File: config.mk
export PLATFORM = sky130hd
export DESIGN_NAME = multi_key_tone_beep
export DESIGN_NICKNAME = d
export VERILOG_FILES = /design/src/rtl/key_beep_pkg.sv /design/src/rtl/key_debounce.sv /design/src/rtl/multi_key_tone_beep.sv
export SDC_FILE = /design/constraint.sdc
export NUM_CORES = 1
export LEC_CHECK = 0
export CAP_MARGIN = 20
export CORE_AREA = 2 2 167 169
export DETAILED_ROUTE_END_ITERATION = 10
export DIE_AREA = 0 0 169 171
export SYNTH_ARGS = -nofsm -noshare
export SYNTH_HDL_FRONTEND = slang
export SYNTH_SLANG_ARGS = --single-unit
File: constraint.sdc
create_clock -name sys_clk -period 3.2 [get_ports sys_clk]
set_clock_uncertainty 0.1 [all_clocks]
set_input_delay 0.48 -clock sys_clk [delete_from_list [all_inputs] [get_ports sys_clk]]
set_output_delay 0.48 -clock sys_clk [all_outputs]
set_load 0.01 [all_outputs]
File: src/rtl/key_beep_pkg.sv
// Shared types for the multi-key tone buzzer: play modes, FSM states
// and a width helper for counters sized from their maximum value.
package key_beep_pkg;

    typedef enum logic [1:0] {
        MODE_LEVEL   = 2'd0,
        MODE_TOGGLE  = 2'd1,
        MODE_ONESHOT = 2'd2,
        MODE_RSVD    = 2'd3
    } mode_e;

    typedef enum logic {
        ST_IDLE = 1'b0,
        ST_TONE = 1'b1
    } state_e;

    // Bits needed to hold values 0..maxv-1, never less than one.
    function automatic int unsigned cw(input int unsigned maxv);
        return (maxv > 1) ? $clog2(maxv) : 1;
    endfunction

endpackage

File: src/rtl/key_debounce.sv
// Single-key synchroniser and debounce filter.
// Ports: sys_clk, sys_rst_n (async, active-low), key (raw, async),
// key_filter (level accepted after CNT_MAX stable cycles, resets high).
module key_debounce
    import key_beep_pkg::*;
#(
    parameter int unsigned CNT_MAX = 2_000_000
) (
    input  logic sys_clk,
    input  logic sys_rst_n,
    input  logic key,
    output logic key_filter
);

    localparam int unsigned CW = cw(CNT_MAX);
    localparam logic [CW-1:0] CNT_LAST = CW'(CNT_MAX - 1);

    logic          meta_q;
    logic          sync_q;
    logic          filt_q;
    logic          filt_d;
    logic [CW-1:0] cnt_q;
    logic [CW-1:0] cnt_d;

    // Any cycle where the synchronised input agrees with the filtered
    // level restarts the count, so bounces never accumulate.
    always_comb begin
        cnt_d  = '0;
        filt_d = filt_q;
        if (sync_q != filt_q) begin
            if (cnt_q == CNT_LAST) begin
                filt_d = sync_q;
            end else begin
                cnt_d = cnt_q + 1'b1;
            end
        end
    end

    always_ff @(posedge sys_clk or negedge sys_rst_n) begin
        if (!sys_rst_n) begin
            meta_q <= 1'b1;
            sync_q <= 1'b1;
            filt_q <= 1'b1;
            cnt_q  <= '0;
        end else begin
            meta_q <= key;
            sync_q <= meta_q;
            filt_q <= filt_d;
            cnt_q  <= cnt_d;
        end
    end

    assign key_filter = filt_q;

endmodule

File: src/rtl/multi_key_tone_beep.sv
// Multi-key buzzer controller: debounced keys select a square-wave tone.
// Ports: sys_clk, sys_rst_n, key[KEY_NUM], mode[2] in; beep, busy,
// key_code (last accepted press), key_valid (press pulse) out.
module multi_key_tone_beep
    import key_beep_pkg::*;
#(
    parameter int unsigned KEY_NUM      = 4,
    parameter int unsigned DEBOUNCE_CNT = 2_000_000,
    parameter int unsigned BASE_HALF    = 100_000,
    parameter int unsigned ONESHOT_CYC  = 40_000_000
) (
    input  logic                     sys_clk,
    input  logic                     sys_rst_n,
    input  logic [KEY_NUM-1:0]       key,
    input  logic [1:0]               mode,
    output logic                     beep,
    output logic                     busy,
    output logic [cw(KEY_NUM)-1:0]   key_code,
    output logic                     key_valid
);

    localparam int unsigned KW = cw(KEY_NUM);
    localparam int unsigned TW = cw(BASE_HALF * KEY_NUM);
    localparam int unsigned DW = cw(ONESHOT_CYC);
    localparam logic [DW-1:0] DUR_LAST = DW'(ONESHOT_CYC - 1);

    logic [KEY_NUM-1:0] filt;
    logic [KEY_NUM-1:0] filt_prev_q;
    logic [KEY_NUM-1:0] press;
    logic [KEY_NUM-1:0] held;
    logic               press_any;
    logic               held_any;
    logic [KW-1:0]      press_idx;
    logic [KW-1:0]      held_idx;

    state_e        state_q;
    mode_e         act_mode_q;
    logic [KW-1:0] cur_key_q;
    logic [KW-1:0] key_code_q;
    logic          key_valid_q;
    logic          beep_q;
    logic          busy_q;
    logic [TW-1:0] tone_cnt_q;
    logic [DW-1:0] dur_cnt_q;
    logic [TW-1:0] half_last;
    logic          tone_wrap;
    logic          cur_rel;
    logic          dur_last;

    for (genvar g = 0; g < KEY_NUM; g++) begin : g_db
        key_debounce #(
            .CNT_MAX(DEBOUNCE_CNT)
        ) u_db (
            .sys_clk   (sys_clk),
            .sys_rst_n (sys_rst_n),
            .key       (key[g]),
            .key_filter(filt[g])
        );
    end

    always_ff @(posedge sys_clk or negedge sys_rst_n) begin
        if (!sys_rst_n) begin
            filt_prev_q <= '1;
        end else begin
            filt_prev_q <= filt;
        end
    end

    assign press = filt_prev_q & ~filt;
    assign held  = ~filt;

    // Lowest index wins: scan downward so the last hit is the smallest.
    always_comb begin
        press_any = |press;
        held_any  = |held;
        press_idx = '0;
        held_idx  = '0;
        for (int i = KEY_NUM - 1; i >= 0; i--) begin
            if (press[i]) press_idx = KW'(i);
            if (held[i])  held_idx  = KW'(i);
        end
    end

    assign half_last = TW'(BASE_HALF * (32'(cur_key_q) + 1) - 1);
    assign tone_wrap = (tone_cnt_q == half_last);
    assign cur_rel   = filt[cur_key_q];
    assign dur_last  = (dur_cnt_q == DUR_LAST);

    always_ff @(posedge sys_clk or negedge sys_rst_n) begin
        if (!sys_rst_n) begin
            state_q     <= ST_IDLE;
            act_mode_q  <= MODE_LEVEL;
            cur_key_q   <= '0;
            key_code_q  <= '0;
            key_valid_q <= 1'b0;
            beep_q      <= 1'b0;
            busy_q      <= 1'b0;
            tone_cnt_q  <= '0;
            dur_cnt_q   <= '0;
        end else begin
            key_valid_q <= 1'b0;
            unique case (state_q)
                ST_IDLE: begin
                    beep_q     <= 1'b0;
                    busy_q     <= 1'b0;
                    tone_cnt_q <= '0;
                    dur_cnt_q  <= '0;
                    if (press_any) begin
                        state_q     <= ST_TONE;
                        act_mode_q  <= (mode == MODE_RSVD) ? MODE_LEVEL
                                                           : mode_e'(mode);
                        cur_key_q   <= press_idx;
                        key_code_q  <= press_idx;
                        key_valid_q <= 1'b1;
                        busy_q      <= 1'b1;
                        beep_q      <= 1'b1;
                    end
                end
                ST_TONE: begin
                    if (tone_wrap) begin
                        tone_cnt_q <= '0;
                        beep_q     <= ~beep_q;
                    end else begin
                        tone_cnt_q <= tone_cnt_q + 1'b1;
                    end
                    unique case (act_mode_q)
                        MODE_TOGGLE: begin
                            if (press_any) begin
                                key_valid_q <= 1'b1;
                                key_code_q  <= press_idx;
                                if (press_idx == cur_key_q) begin
                                    state_q    <= ST_IDLE;
                                    beep_q     <= 1'b0;
                                    busy_q     <= 1'b0;
                                    tone_cnt_q <= '0;
                                end else begin
                                    cur_key_q  <= press_idx;
                                    tone_cnt_q <= '0;
                                    beep_q     <= 1'b1;
                                end
                            end
                        end
                        MODE_ONESHOT: begin
                            if (press_any) begin
                                key_valid_q <= 1'b1;
                                key_code_q  <= press_idx;
                                cur_key_q   <= press_idx;
                                tone_cnt_q  <= '0;
                                beep_q      <= 1'b1;
                                dur_cnt_q   <= '0;
                            end else if (dur_last) begin
                                state_q    <= ST_IDLE;
                                beep_q     <= 1'b0;
                                busy_q     <= 1'b0;
                                tone_cnt_q <= '0;
                                dur_cnt_q  <= '0;
                            end else begin
                                dur_cnt_q <= dur_cnt_q + 1'b1;
                            end
                        end
                        default: begin
                            // Hand over to another held key without
                            // passing through IDLE.
                            if (cur_rel) begin
                                if (held_any) begin
                                    cur_key_q  <= held_idx;
                                    tone_cnt_q <= '0;
                                    beep_q     <= 1'b1;
                                end else begin
                                    state_q    <= ST_IDLE;
                                    beep_q     <= 1'b0;
                                    busy_q     <= 1'b0;
                                    tone_cnt_q <= '0;
                                end
                            end
                        end
                    endcase
                end
                default: state_q <= ST_IDLE;
            endcase
        end
    end

    assign beep      = beep_q;
    assign busy      = busy_q;
    assign key_code  = key_code_q;
    assign key_valid = key_valid_q;

endmodule

==> Word level (Yosys, flattened, before mapping) <==
Index checks and enable logic that the tools add are counted.
{ "totals": {"ff_bits": 155, "inputBits": 8, "output_inout_bits": 5, "word_cells": 140} }
{ "classes": {"addsub": 8, "mul": 1, "n_lt_le_gt_ge": 1, "eq_ne": 24, "n_mux": 66, "bitwise_logic": 4, "reduce_logical": 10} }
{ "op_table": {"columns": ["op", "n"], "rows": [
  ["two-way mux 21 bit", 8],
  ["two-way mux 19 bit", 5],
  ["adder 21 x 1 -> 21 bit, second input constant", 4],
  ["equality test 21 bit, second input constant", 4],
  ["two-way mux 26 bit", 3],
  ["case mux 19 bit (2 select lines)", 2],
  ["case mux 26 bit (2 select lines)", 1],
  ["two-way mux 2 bit", 16],
  ["adder 26 x 1 -> 26 bit, second input constant", 1],
  ["equality test 26 bit, second input constant", 1],
  ["two-way mux 1 bit", 20],
  ["adder 19 x 1 -> 19 bit, second input constant", 1],
  ["equality test 19 bit", 1],
  ["subtractor 19 x 1 -> 19 bit, second input constant", 1],
  ["inequality test 3 bit, second input constant", 5],
  ["multiplier 12 x 3 -> 14 bit, first input constant", 1],
  ["case mux 1 bit (2 select lines)", 7],
  ["case mux 2 bit (2 select lines)", 3],
  ["AND reduction 2 bit", 5],
  ["inequality test 4 x 2 -> 1 bit, second input constant", 2],
  ["OR reduction 4 bit", 2],
  ["AND reduction 6 bit", 1],
  ["AND 4 bit", 1],
  ["equality test 2 bit, second input constant", 2],
  ["13 further kinds", 17]
]} }

==> Depth between registers and ports, before layout <==
{ "logic_depth": {"word_depth": 11, "mapped_depth": 14, "depth_no_buf": 11} }

==> Cells and area by module <==
A second synthesis with hierarchy kept.
{ "unflattened": {"cells_unflattened": 842, "area_unflattened_um2": 8261.7} }
{ "modules_own_cells": {"columns": ["module", "n_inst", "cells_per_inst", "area_per_inst_um2", "seq_area_each_um2"], "rows": [
  ["key_debounce at g_db[0].u_db ...", 3, 119, 1201.2, 604.3],
  ["multi_key_tone_beep", 1, 365, 3449.6, 1481.4],
  ["key_debounce at g_db[3].u_db", 1, 120, 1208.7, 604.3]
]} }

==> Worst setup path after synthesis <==
Ideal clock, no wire load.
{ "synth_timing": {"kind": "register to register", "startpoint": "register cur_key_q[0]", "endpoint": "register tone_cnt_q[14]", "setup_time_ns": 0.069, "arrival_time_ns": 2.962, "t_required_ns": 3.031, "setup_slack_ns": 0.068, "path_stages_with_launch": 15, "n_path_buf": 3, "period_less_slack_ns": 3.132, "cell_sequence": "dfrtp_1 -> buf_6 -> inv_1 -> ha_1 -> buf_6 -> xor2_2 -> inv_1 -> ha_1 -> and4bb_2 -> xnor2_1 -> xnor3_1 -> nand4_2 -> o211ai_4 -> buf_8 -> nor2_2"} }
{ "synth_between": {"elab_chain_len": 9, "word_cells_on_any_way": 13, "cone_classes": "2 x add/sub; 1 x mul; 1 x eq/ne; 9 x mux"} }
{ "synth_lines": {"columns": ["element", "line", "text"], "rows": [
  ["start: declaration", "multi_key_tone_beep.sv:38", "logic [KW-1:0] cur_key_q;"],
  ["start signal: assignment", "multi_key_tone_beep.sv:112", "cur_key_q <= press_idx;"],
  ["start signal: assignment", "multi_key_tone_beep.sv:137", "cur_key_q <= press_idx;"],
  ["start signal: assignment", "multi_key_tone_beep.sv:147", "cur_key_q <= press_idx;"],
  ["adder 2 x 1 -> 3 bit", "multi_key_tone_beep.sv:84", "assign half_last = TW'(BASE_HALF * (32'(cur_key_q) + 1) - 1);"],
  ["multiplier 12 x 3 -> 14 bit", "multi_key_tone_beep.sv:84", null],
  ["subtractor 19 x 1 -> 19 bit", "multi_key_tone_beep.sv:84", null],
  ["equality test 19 bit", "multi_key_tone_beep.sv:85", "assign tone_wrap = (tone_cnt_q == half_last);"],
  ["two-way mux 19 bit", "multi_key_tone_beep.sv:120", "if (tone_wrap) begin"],
  ["two-way mux 19 bit", "multi_key_tone_beep.sv:151", "end else if (dur_last) begin"],
  ["two-way mux 19 bit", "multi_key_tone_beep.sv:144", "if (press_any) begin"],
  ["case mux 19 bit (2 select lines) *", "multi_key_tone_beep.sv:126", "unique case (act_mode_q)"],
  ["case mux 19 bit (2 select lines) *", "multi_key_tone_beep.sv:102", "unique case (state_q)"],
  ["end signal: assignment", "multi_key_tone_beep.sv:124", "tone_cnt_q <= tone_cnt_q + 1'b1;"],
  ["end: declaration", "multi_key_tone_beep.sv:43", "logic [TW-1:0] tone_cnt_q;"]
]} }
Every way passes the cells marked *; elsewhere a longest branch is shown, timed or not. The select of a mux whose other input is x is not followed.
A chain may end at the register's enable or synchronous reset.

==> Worst setup path after layout <==
{ "layout_timing": {"startpoint": "register cur_key_q[0]", "endpoint": "register tone_cnt_q[2]"} }
The elaborated chain is that of the path after synthesis.

==> flow_metrics.tcl <==
set metrics [dict create \
    fmax_mhz 333.5 \
    vias 5675 \
    clock_latency_ns 0.43 \
    cts_tree "done" \
    grt_pass1_vias 5590 \
    relSlewSlack_pct 46.17 \
    hp-class "flip-flop to flip-flop" \
    diodes 0 \
    clk_pin_slew_ns 0.07 \
    period_minus_slack_ns 2.999 \
    io_pins 13 \
    clock_path_buffers 2 \
    netlist-cell-type-count 73 \
    worstSetupEndpointType "flip-flop" \
    ys_top_cells_by_count "dfrtp_1, nor2_1, xor2_1, nand2_1, nand3_1" \
    crit_path_start_kind "flip-flop" \
    r2r_start "cur_key_q[0]" \
    place_area_um2 8586 \
    io_buffers 12 \
    fin_cells 1190 \
    ant_nets 0 \
    min_period_over_period_pct 93.72 \
    core_um2 27320 \
    tightestPinTransition_ns 0.8001 \
    grt_first_pass_wirelength_um 26670 \
    synth_flop_cell "dfrtp_1" \
    fin_nets 857 \
    gp_congestion 0.8287 \
    initial_utilization_pct 29.49 \
    syn_inst 809 \
    path_max_fanout 19 \
    cts_sinks 155 \
    synth_seq_cells 155 \
    synth-edff-count 0 \
    final_util_pct 33.62 \
    fin_area_um2 9186 \
    synth_nets 835 \
    synth.largest_area_cell "dfrtp_1" \
    fp-row-count 61 \
    yosysWarningCount 0 \
    outcome "finished, final reports clean" \
    die_w_um 169 \
    drive_gt1_share_pct 11.26 \
    grt_max_degree 68 \
    drtIter0Drc 286 \
    min-delay-start "g_db[2].u_db.meta_q" \
    power_density_nw_per_um2 444.1 \
    cts-root-buf "clkbuf_16" \
    timing_worst_setup_path_type "flip-flop to flip-flop" \
    async_flop_share_pct 100.0 \
    area_growth_pct 14.02 \
    ir_drop_mv 0.3794 \
    syn_avg_cell_area_um2 9.959 \
    syn_area_um2 8056 \
    drt-vias-per-instance 4.769 \
    dieArea_um2 28900 \
    cp-startpoint "cur_key_q[0]" \
    drc 0 \
    cts.htree.levels 4 \
    setup_viol 0 \
    die_h_um 171 \
    setup_tns_ns 0 \
    seq_area_frac_synth_pct 48.39 \
    finalHoldViolCount 0 \
    drtPass1Iterations 4 \
    gr-total-overflow 0 \
    wl_per_cell_um 12.64 \
    critical_path_arrival_ns 3.18 \
    worstPathRequired_ns 3.38 \
    cap_violations 0 \
    cts_made_buffers 17 \
    post-place-cells 1157 \
    grt_use_total_pct 11.18 \
    slew_viol_final 0 \
    synthTopCellsByArea "dfrtp_1, xor2_1, nor2_1, xnor2_1, dfstp_2" \
    nFillCells 2794 \
    yosysMostFrequentCell "dfrtp_1" \
    hpwlAfterDp_um 10100 \
    rsz0062_at_grt "yes" \
    wl_um 15050 \
    antenna_found_initial 0 \
    yosys.area.top_type_share_pct 43.17 \
    power.leakage_nw 3.751 \
]
## repair_timing
item                                    in CTS  in global routing
buffers inserted                             0                  0
endpoints found under the setup margin       0                 16
hold buffers                                 1                  0
gates resized for setup                      0                  2
hold endpoints to repair                    61                  0
## layout by cell type (no fill, tap or decap), types with 17 or more instances in the layout
cell type	netlist	routed
xnor2_1	49	49
nand2_1	56	56
dfrtp_1	139	139
clkbuf_16	0	17
nor2_1	138	138
ha_1	18	18
nand4_1	32	32
nand3_1	52	52
xor2_1	75	75
## routing by layer
metal	track usage, %	wire length (um)	up-vias
met3	2.105	354	18
met1	14.98	7403	2757
met5	0	0	-
met4	4.348	242	0
li1	-	-	2832
met2	17.98	7047	68
## registers in the layout, summed over array words and instances (netlist names)
register,flops
g_db.u_db.cnt_q,84
dur_cnt_q,26
tone_cnt_q,19
filt_prev_q,4
g_db.u_db.key_filter,4
g_db.u_db.meta_q,4
g_db.u_db.sync_q,4
act_mode_q,2
cur_key_q,2
key_code,2
beep,1
busy,1
key_valid,1
state_q,1
## layout make-up
| class | count | area, um2 | area share (%) |
|---|---|---|---|
| tap | 346 | 432.9 | 4.713 |
| clock buffer | 17 | 425.4 | 4.631 |
| timing repair buffer | 22 | 211.5 | 2.302 |
| inverter | 18 | 67.56 | 0.7355 |
| sequential | 155 | 3899 | 42.44 |
| multi-input combinational | 617 | 3990 | 43.44 |
| clock inverter | 15 | 160.2 | 1.743 |
## path summary, 6_finish.rpt
kind | end | slack [ns] | cells past startpoint
worst max-delay path | tone_cnt_q[2] | 0.20 | 11
worst min-delay path | g_db[2].u_db.sync_q | 0.26 | 0
worst max register to register | tone_cnt_q[2] | 0.20 | 11
worst min register to register | g_db[2].u_db.sync_q | 0.26 | 0
max in group asynchronous | g_db[1].u_db.meta_q | 1.60 | 3
min in group asynchronous | g_db[1].u_db.cnt_q[14] | 0.51 | 2
## cells by family after synthesis
kind of cell,count (synthesis),synth area share (%)
AO/OA/AOI/OAI,55,4.535
XOR/XNOR,128,14.55
adder cells (fa/ha/maj),18,2.796
buffers and inverters,37,2.143
flip-flops,155,48.39
multiplexers,8,1.227
AND/OR/NAND/NOR,408,26.36
## power by group
group          switching, mW  internal (mW)  leakage (nW)
combinational         0.0683         0.0268          1.37
clock                  0.940           1.05         0.290
sequential            0.0156           1.98          2.09
total                   1.02           3.06          3.75
## worst max-delay path: stages (launching register included)
cell and delay (ns):
dfrtp_1 0.38, inv_1 0.14, ha_1 0.29, xor2_2 0.20, inv_1 0.07, ha_1 0.31
and4bb_2 0.25, xnor2_1 0.12, xnor3_1 0.39, nand4_2 0.15, o211ai_4 0.32, nor2_1 0.12
## stage by stage
step | worst slack (ns) | total power [mW] | hold WS (ns)
finish | 0.2011 | 4.080 | 0.2558
global route | -0.02814 | 4.237 | 0.2585
CTS | 0.1555 | 4.148 | 0.2568
detailed placement | 0.1693 | 2.132 | 0.2468
global placement | 0.2767 | 2.130 | 0.2465
floorplan | 0.06819 | 2.066 | 0.08441
(Power assumes the default switching activity.)
==> RTL change 1 (same settings) <==
Register the output `key_code` once more, cleared by the reset; this adds one clock of latency there. The other outputs are not delayed to match.
--- a/src/rtl/multi_key_tone_beep.sv
+++ b/src/rtl/multi_key_tone_beep.sv
@@ -185,3 +185,9 @@
     assign busy      = busy_q;
-    assign key_code  = key_code_q;
+    always_ff @(posedge sys_clk or negedge sys_rst_n) begin
+        if (!sys_rst_n) begin
+            key_code <= '0;
+        end else begin
+            key_code <= key_code_q;
+        end
+    end
     assign key_valid = key_valid_q;
Check against the original RTL: same outputs for any inputs over 4 cycles, from zero or initial values and one cycle with sys_rst_n low; that may be too few to reach the edited logic, so the function may still have changed.
==> RTL change 1 against the unedited design <==
  * Count of clock-buffer cells in the layout is 4 higher
  * Setup slack worse by 0.079 ns
  * Wire length is 3.0% lower
  * Cell area hardly changed
  * Worst hold slack hardly changed
  * Sequential cell count is 2 higher
  * Critical path type unchanged
  * Power is 3.4% higher
  * Area after synthesis is 1.2% lower
==> RTL change 1: results <==
{
  "fillers": 2790,
  "yosysUniqueCellTypes": 53,
  "clock_buffers": 21,
  "critPathArrivalTime_ns": 3.33,
  "cp_slowest_cell": "or4_4",
  "met2_length_mm": 6.88,
  "r2r-end": "beep",
  "routed-wl-met3_um": 271,
  "max_stage_delay_ns": 0.57,
  "clkPwrFrac": 0.498,
  "met1_usage": 0.140,
  "fin_nets": 868,
  "firstDrtPassIters": 5,
  "whs_endpoint": "g_db[0].u_db.sync_q",
  "wl_met1_mm": 7.20,
  "fin_crit_sh": 0.962,
  "bufAreaShareNonClock": 0.0244,
  "sw_frac_of_total": 0.218,
  "synthCells": 824,
  "multi_input_cells": 628,
  "design_power_total_w": 0.00422,
  "drtIter0Drc": 291,
  "hpwl_mm": 9.79,
  "min_from": "g_db[0].u_db.meta_q",
  "synthTopCellsByCount": "nor2_1 (142), dfrtp_1 (141), nand2_1 (75), xor2_1 (69), nand3_1 (57)",
  "regToRegSetupSlack_ns": 0.12,
  "grt_pass1_wl_mm": 25.9,
  "vdd_drop_max_mv": 0.332,
  "drive_above_1_share": 0.0936,
  "place.gp.congestion": 0.820,
  "cp_top_family": "simple AND/OR/NAND/NOR gates",
  "synth.area.top_cells": "dfrtp_1 (44%), xor2_1 (7.6%), nor2_1 (6.7%), xnor2_1 (5.6%), dfstp_2 (5.3%)",
  "tightest_slew_ns": 0.707,
  "wl_per_cell_um": 12.2,
  "synth-seq-cells": 157,
  "status": "complete, no violations",
  "num_vias": 5609,
  "postPlaceCellArea_um2": 8520,
  "seq_share": 0.430,
  "use_met2": 0.180,
  "placedCellCount": 1167,
  "endpoint": "beep",
  "cp_max_fo": 6
}
[RTL change 1: cell count changes after synthesis, sizes merged, moves of 5 or more]
| cell | change |
|---|---|
| o21ai | +8 |
| nand2 | +18 |
| nand4 | -13 |
| nor2 | -5 |
| a21oi | +10 |
| or3 | +7 |
| xor2 | -7 |
| nor2b | -9 |
| and3 | +7 |
| nor3 | -5 |
[RTL change 1: cell families after synthesis]
logic type,Yosys count,synth area share
AO/OA/AOI/OAI,75,0.0559
XOR/XNOR,121,0.134
adder cells (fa/ha/maj),18,0.0283
buffers and inverters,40,0.0222
flip-flops,157,0.496
multiplexers,6,0.00990
AND/OR/NAND/NOR,407,0.254
[RTL change 1: what timing repair did]
action,CTS,global route
hold buffers,1,0
setup endpoints to repair,20,20
setup buffers,0,0
endpoints found under the hold margin,15,0
pin swaps,1,2
gates resized for setup,1,6
gates cloned,1,0
==> RTL change 2 (config.mk and constraints unchanged) <==
Without the edit above. Change the parameter `KEY_NUM` from 4 to 8.
--- a/src/rtl/multi_key_tone_beep.sv
+++ b/src/rtl/multi_key_tone_beep.sv
@@ -6,3 +6,3 @@
 #(
-    parameter int unsigned KEY_NUM      = 4,
+    parameter int unsigned KEY_NUM      = 8,
     parameter int unsigned DEBOUNCE_CNT = 2_000_000,
Interface: changed (resized key and key_code); port bits go from 13 to 18. The function was not compared with the original's and may differ.
==> RTL change 2 against the unedited design <==
  * Wire length increased by 76%
  * The flow now finishes with violations (setup timing)
  * Core utilization increased by 24 points
  * Power rose by 76%
  * Sequential share of layout area fell by 1.2 points
  * Setup slack got worse by 1.3 ns
  * Final cell count up 54%
  * Sequential cell count up 103
  * Count of clock-buffer cells in the layout up 22
  * Global-route usage up 7.6 points
  * Area after synthesis rose by 66%
  * Highest routed layer unchanged
  * Cell area rose by 71%
  * Critical path depth grew 9
==> RTL change 2: results <==
{
  "p_leak_nw": 6.71,
  "cts_buffers": 29,
  "status": "finished, violations left",
  "grt_pass1_wl_mm": 45.8,
  "finalSetupTns_ns": -23.44,
  "whs_endpoint": "g_db[5].u_db.meta_q",
  "wirelength_mm": 26.5,
  "port_buffers": 17,
  "hold_class": "in2reg",
  "hold_slack_ns": 0.224,
  "postLayoutSetupSlackWorst_ns": -1.14,
  "min_from": "key[5]",
  "violations": "setup timing",
  "fin_nets": 1510,
  "slew-limit-headroom": 0.558,
  "hpwl_mm": 17.8,
  "num_vias": 9731,
  "max_stage_delay_ns": 0.51,
  "grt_max_degree": 84,
  "grt_use_met3": 0.0264,
  "final_util": 0.576,
  "finalSetupViolCount": 21,
  "yosysSeqAreaShare": 0.487,
  "hold_path_depth": 1,
  "p_int_w": 0.00565,
  "cp_slowest_cell": "fa_1"
}
==> RTL change 2: power by group through the flow <==
stage	Sequential, W	Combinational [W]	Clock (W)
finish	0.00334	0.000174	0.00365
global placement	0.00340	0.000181	0
detailed placement	0.00340	0.000182	0
CTS	0.00334	0.000183	0.00376
floorplan	0.00339	0.0000760	0
global route	0.00334	0.000210	0.00389
==> RTL change 2: repair_timing <==
item,4_1_cts,5_1_grt
pin swaps,0,15
buffers inserted,2,4
hold endpoints to repair,67,0
hold buffers,1,0
endpoints found under the setup margin,21,21
cloned,0,3
resized for setup,4,29
==> RTL change 2: how the worst max path moves through the flow <==
stage | from | to | slack, ns | cells after the start
after floorplan | cur_key_q[0] | tone_cnt_q[11] | -0.96 | 18
after global placement | cur_key_q[1] | tone_cnt_q[7] | -1.01 | 17
after detailed placement | cur_key_q[1] | tone_cnt_q[13] | -1.09 | 16
after CTS | cur_key_q[0] | tone_cnt_q[13] | -1.05 | 18
after global routing | cur_key_q[0] | tone_cnt_q[14] | -1.28 | 18
final | cur_key_q[0] | tone_cnt_q[18] | -1.14 | 20
==> RTL change 2: layout make-up <==
class | count | area, um2
clock buffer | 39 | 823
clock inverter | 15 | 246
fill | 2372 | 11600
inverter | 39 | 149
multi-input combinational | 1055 | 6830
sequential | 258 | 6500
tap | 346 | 433
timing repair buffer | 84 | 768
==> RTL change 2: cell families after synthesis <==
| kind of cell | Yosys count | share of synthesized area |
|---|---|---|
| multiplexers | 12 | 0.0115 |
| AND/OR/NAND/NOR | 670 | 0.247 |
| flip-flops | 258 | 0.487 |
| XOR/XNOR | 203 | 0.134 |
| buffers and inverters | 73 | 0.0218 |
| AO/OA/AOI/OAI | 139 | 0.0689 |
| adder cells (fa/ha/maj) | 31 | 0.0296 |
